$ cat config.mk
export PLATFORM = sky130hd
export DESIGN_NAME = turn_scheduler
export DESIGN_NICKNAME = d
export VERILOG_FILES = /design/src/rtl/sga_pkg.sv /design/src/rtl/contador_m.sv /design/src/rtl/turn_filter.sv /design/src/rtl/turn_scheduler.sv
export SDC_FILE = /design/constraint.sdc
export NUM_CORES = 1
export LEC_CHECK = 0
export CORE_ASPECT_RATIO = 1.5
export CORE_MARGIN = 2
export CORE_UTILIZATION = 40
export DETAILED_ROUTE_END_ITERATION = 6
export DONT_BUFFER_PORTS = 1
export GPL_TIMING_DRIVEN = 0
export PLACE_DENSITY = 0.61
export SLEW_MARGIN = 20
export SYNTH_ARGS = -nofsm -noshare
export SYNTH_HDL_FRONTEND = slang
export SYNTH_SLANG_ARGS = --single-unit
$ cat constraint.sdc
create_clock -name clock -period 2 [get_ports clock]
set_clock_uncertainty 0.15 [all_clocks]
set_input_delay 0.3 -clock clock [delete_from_list [all_inputs] [get_ports clock]]
set_output_delay 0.3 -clock clock [all_outputs]
set_load 0.01 [all_outputs]
$ cat src/rtl/sga_pkg.sv
// sga_pkg: shared state, direction and sample codes for the turn scheduler
package sga_pkg;
  typedef enum logic [3:0] {
    IDLE     = 4'd0,
    ESPERA   = 4'd1,
    MEDE     = 4'd2,
    AGUARDA  = 4'd3,
    AVALIA   = 4'd4,
    RECUPERA = 4'd5
  } state_t;
  typedef enum logic [1:0] {
    S_NULL = 2'd0,
    S_L    = 2'd1,
    S_R    = 2'd2
  } sample_t;
  localparam logic [1:0] DIR_XP = 2'b00;
  localparam logic [1:0] DIR_YP = 2'b01;
  localparam logic [1:0] DIR_XN = 2'b10;
  localparam logic [1:0] DIR_YN = 2'b11;
  function automatic sample_t classify(input logic esq, input logic dir);
    return (esq && !dir) ? S_L : (dir && !esq) ? S_R : S_NULL;
  endfunction
endpackage

$ cat src/rtl/contador_m.sv
// contador_m: modulo-M up counter with synchronous clear and terminal flag
module contador_m #(
  parameter int M = 16,
  parameter int N = 4
) (
  input  logic clock,
  input  logic zera_s,
  input  logic conta,
  output logic fim
);
  logic [N-1:0] q;
  always_ff @(posedge clock)
    q <= zera_s ? '0 : !conta ? q : fim ? '0 : q + 1'b1;
  assign fim = q == N'(M - 1);
endmodule

$ cat src/rtl/turn_filter.sv
// turn_filter: debounces L/R samples and applies one confirmed turn per move tick
module turn_filter
  import sga_pkg::*;
#(
  parameter int CONFIRM = 2
) (
  input  logic       clock,
  input  logic       reset,
  input  logic       clear,
  input  logic       clear_count,
  input  logic       sample_valid,
  input  logic       esq,
  input  logic       dir,
  input  logic       move_tick,
  output logic [1:0] direction,
  output logic       turn_pending
);
  sample_t    last, pend, smp;
  logic [3:0] cnt, cnt_inc;
  logic       confirm;
  always_comb begin
    smp     = classify(esq, dir);
    cnt_inc = smp == S_NULL ? 4'd0 : smp != last ? 4'd1 :
              cnt >= 4'(CONFIRM) ? 4'(CONFIRM) : cnt + 4'd1;
    confirm = smp != S_NULL && cnt_inc == 4'(CONFIRM);
  end
  // tick acts on the registered pending, so a confirm in the same cycle waits for the next tick
  always_ff @(posedge clock)
    if (reset) begin
      direction <= DIR_XP;
      pend      <= S_NULL;
      last      <= S_NULL;
      cnt       <= '0;
    end else if (clear) begin
      pend <= S_NULL;
      cnt  <= '0;
    end else begin
      if (move_tick && pend != S_NULL) begin
        direction <= pend == S_R ? direction + 2'd1 : direction - 2'd1;
        pend      <= S_NULL;
      end
      if (clear_count) cnt <= '0;
      if (sample_valid) begin
        last <= smp;
        cnt  <= confirm ? 4'd0 : cnt_inc;
        if (confirm && pend == S_NULL) pend <= smp;
      end
    end
  assign turn_pending = pend != S_NULL;
endmodule

$ cat src/rtl/turn_scheduler.sv
// turn_scheduler: sequences both ultrasonic sensors and turns the debounced verdict into a direction
module turn_scheduler
  import sga_pkg::*;
#(
  parameter int PERIOD  = 400000,
  parameter int TIMEOUT = 2000000,
  parameter int CONFIRM = 2
) (
  input  logic       clock,
  input  logic       reset,
  input  logic       enable,
  input  logic       move_tick,
  input  logic       pronto_esq,
  input  logic       pronto_dir,
  input  logic       esq,
  input  logic       dir,
  output logic       medir,
  output logic       reset_interface,
  output logic [1:0] direction,
  output logic       turn_pending,
  output logic       timeout_err,
  output logic [3:0] db_estado
);
  localparam int PW = $clog2(PERIOD + 2);
  localparam int TW = $clog2(TIMEOUT + 1);
  state_t state, nxt;
  logic   p_fim, t_fim, lat_esq, lat_dir, done;
  // ESPERA spans PERIOD+1 cycles so the first medir lands PERIOD+2 cycles after enable
  contador_m #(.M(PERIOD + 1), .N(PW)) u_periodo (
    .clock (clock),
    .zera_s(reset || state != ESPERA),
    .conta (state == ESPERA),
    .fim   (p_fim)
  );
  contador_m #(.M(TIMEOUT), .N(TW)) u_timeout (
    .clock (clock),
    .zera_s(reset || state != AGUARDA),
    .conta (state == AGUARDA),
    .fim   (t_fim)
  );
  assign done = (lat_esq | pronto_esq) & (lat_dir | pronto_dir);
  always_ff @(posedge clock) state <= reset ? IDLE : nxt;
  always_comb begin
    nxt = state;
    case (state)
      IDLE:    nxt = ESPERA;
      ESPERA:  nxt = p_fim ? MEDE : ESPERA;
      MEDE:    nxt = AGUARDA;
      AGUARDA: nxt = done ? AVALIA : t_fim ? RECUPERA : AGUARDA;
      default: nxt = ESPERA;
    endcase
    if (!enable) nxt = IDLE;
  end
  always_ff @(posedge clock)
    if (reset || !enable || state == MEDE) begin
      lat_esq <= 1'b0;
      lat_dir <= 1'b0;
    end else if (state == AGUARDA) begin
      lat_esq <= lat_esq | pronto_esq;
      lat_dir <= lat_dir | pronto_dir;
    end
  always_ff @(posedge clock)
    timeout_err <= reset ? 1'b0 : timeout_err | (state == RECUPERA);
  assign medir           = state == MEDE && !reset;
  assign reset_interface = state == RECUPERA && !reset;
  assign db_estado       = state;
  turn_filter #(.CONFIRM(CONFIRM)) u_filter (
    .clock       (clock),
    .reset       (reset),
    .clear       (!enable),
    .clear_count (state == RECUPERA),
    .sample_valid(state == AVALIA),
    .esq         (esq),
    .dir         (dir),
    .move_tick   (move_tick),
    .direction   (direction),
    .turn_pending(turn_pending)
  );
endmodule
==> metrics <==
status complete, but fails checks; failing checks negative setup slack; CTS tree built; Worst Path Arrival 2.14 ns; gr usage total 17.7%; Port Buffer Count 0; first drt pass iteration count 4; maxcap violations 0; Layout area overhead 19.2%; pin slew with the least headroom to its limit 0.527 ns; Overflow after GRT 0; drt total wl 6.29 mm; synthesized net count 328; Rows 36; Fillers 624; sequential cell area 0.00116 mm²; Util after Layout 49.8%; DP Cell Count 389; max frequency 480 MHz; Yosys cell types 52; worst setup margin -0.0850 ns; Pwr Density 587 mW/mm²; Synth warnings 0; CTS max path bufs 2; crit end category flop; largest net degree at the start of global routing 17; # DRC 0; Buf/Inv on CP 1; clk slew on worst S/H paths 0.10 ns; area occupied by multi-input gates 0.00160 mm²; fin cells 414; average vias per placed instance 5.67; Post-Place Setup Slack -0.275 ns; Hold Path Origin move_tick; Cell Area, Synth 0.00273 mm²; Clock Sinks 56; static leakage 1.00 nW; most frequent cells in the layout dfxtp_1, nor2_1, a21oi_1; Crit path largest cell delay 0.54 ns; I/O Pins 18; worst hold slack 0.0586 ns; CP Launch Type flop; TNS Setup -1.48 ns; critical path launch point u_timeout.q[9]; CP required 2.05 ns; ant diodes 0; CP Class flop to flop; Cell Area, Placed 0.00283 mm²; peak supply drop 0.297 mV; worst skew pair latency 0.31 ns; sequential share of the synthesized area 41.1%; worst r2r src u_timeout.q[9]; Final HPWL DP 4.32 mm; Final Hold Viols 0; top_reg_cell synth dfxtp_1; Power, Total 1.91 mW; antenna violations before repair 0; die width 71.4 µm; CP Cell Sequence or4b_1 > or4_4 > o21ai_4 > buf_6 > a21oi_1; Avg Inst Size Synth 8.71 µm²; Post-Synthesis Cells 313; first-pass GRT wire length 10.8 mm; Post-DRT Antenna Nets 0; Crit path max-delay family simple AND/OR/NAND/NOR gates; Post-synth EDFFs 0; vias in the first global route 2,283; initial core utilization 41.7%; min Tclk post-route 2.08 ns; register bit count reported by yosys 56; CP Max Fanout 5; Iteration-0 DRC Markers 76; WL per Instance 15.2 µm; Final Max Tran Viols 0; die area 0.00751 mm²; Async SR Flop Fraction 0%; nets@finish 352; vias 2,347; Hold Path Class input pin to flop; unrepaired setup endpoints after global routing true; GPL Wtd Cong 0.832; root cell of the clock tree clkbuf_8; Final setup viols 20; slew margin rel. 64.9%; H-tree depth 2; design area 0.00325 mm²; layout cell share with drive strength beyond 1 23.4%; core footprint 0.00653 mm²; die height 105 µm; TritonCTS buffer count 5; Worst path slowest cell or4_4; commonest non-fill, non-tap cell in the layout dfxtp_1; Final Cycle Share 104%
worst reg2reg max path: stages, from the launching register on:
cell     delay [ns]
dfxtp_2        0.35
or4b_1         0.50
or4_4          0.54
o21ai_4        0.23
buf_6          0.16
a21oi_1        0.04
state kept, by name (all words and copies together) (netlist names):
signal              count
db_estado               3
lat_dir                 1
lat_esq                 1
timeout_err             1
u_filter.cnt            4
u_filter.direction      2
u_filter.last           2
u_filter.pend           2
u_periodo.q            19
u_timeout.q            21
area by class of cell:
| cell class | instances | share of cell area (%) |
|---|---|---|
| clock buffers | 6 | 2.23 |
| clock inverters | 2 | 1.08 |
| repair buffers | 18 | 4.50 |
| well taps | 76 | 2.93 |
| multi-input cells | 230 | 49.2 |
| plain buffers | 9 | 2.35 |
| inverters | 17 | 1.96 |
| flip-flops and latches | 56 | 35.8 |
routing by layer:
metal / global-route usage (%) / up-vias / share of wire [%]
li1: - / 1189 / -
met1: 20.0 / 1124 / 41
met2: 31.8 / 24 / 54
met3: 4.05 / 10 / 3.4
met4: 6.06 / 0 / 1.6
met5: 0 / - / 0
synthesized netlist by cell type, types with 6 or more instances:
| cell | count | area (µm²) |
|---|---|---|
| nor3_1 | 7 | 35.0 |
| nand2_1 | 18 | 67.6 |
| or4_1 | 18 | 135 |
| nand4_1 | 9 | 56.3 |
| dfxtp_1 | 56 | 1120 |
| inv_1 | 17 | 63.8 |
| nand3_1 | 16 | 80.1 |
| or3_1 | 10 | 62.6 |
| nor4_1 | 6 | 37.5 |
| xnor2_1 | 14 | 123 |
| ha_1 | 7 | 87.6 |
| o31ai_1 | 11 | 82.6 |
| xor2_1 | 7 | 61.3 |
| o21ai_0 | 10 | 50.1 |
| nor2_1 | 31 | 116 |
| a21oi_1 | 24 | 120 |
path summary, 6_finish.rpt:
check | to | slack (ns) | cells past startpoint
worst min-delay path | u_filter.direction[0] | 0.06 | 3
worst min register to register | u_timeout.q[0] | 0.29 | 1
worst max register to register | u_timeout.q[20] | -0.08 | 5
worst max-delay path | u_timeout.q[20] | -0.08 | 5
cell families (layout without fill, tap and decap cells):
group	Yosys count	in the layout	share of synthesized area, %
adders and majority gates	7	7	3.21
muxes	2	2	0.734
DFF	56	56	41.1
buffers and inverters	27	52	4.73
xor gates and xnor gates	21	21	6.75
and+or+nand+nor	140	140	29.5
AOI/OAI and AO/OA	59	59	13.9
other	1	1	0.138
report_power, final:
part           internal (mW)  switching, mW  leakage, nW
registers               1.11        0.00406        0.463
logic                 0.0256         0.0340        0.485
clock network          0.372          0.365       0.0552
timing repair:
| action | 4_1_cts | 5_1_grt |
|---|---|---|
| pin swaps | 4 | 6 |
| hold buffers | 2 | 0 |
| gates cloned | 0 | 1 |
| setup endpoints to repair | 37 | 42 |
| hold endpoints to repair | 2 | 0 |
| buffers inserted | 8 | 7 |
| resized for setup | 24 | 34 |
Note: power is estimated with default switching activity, not from simulation.
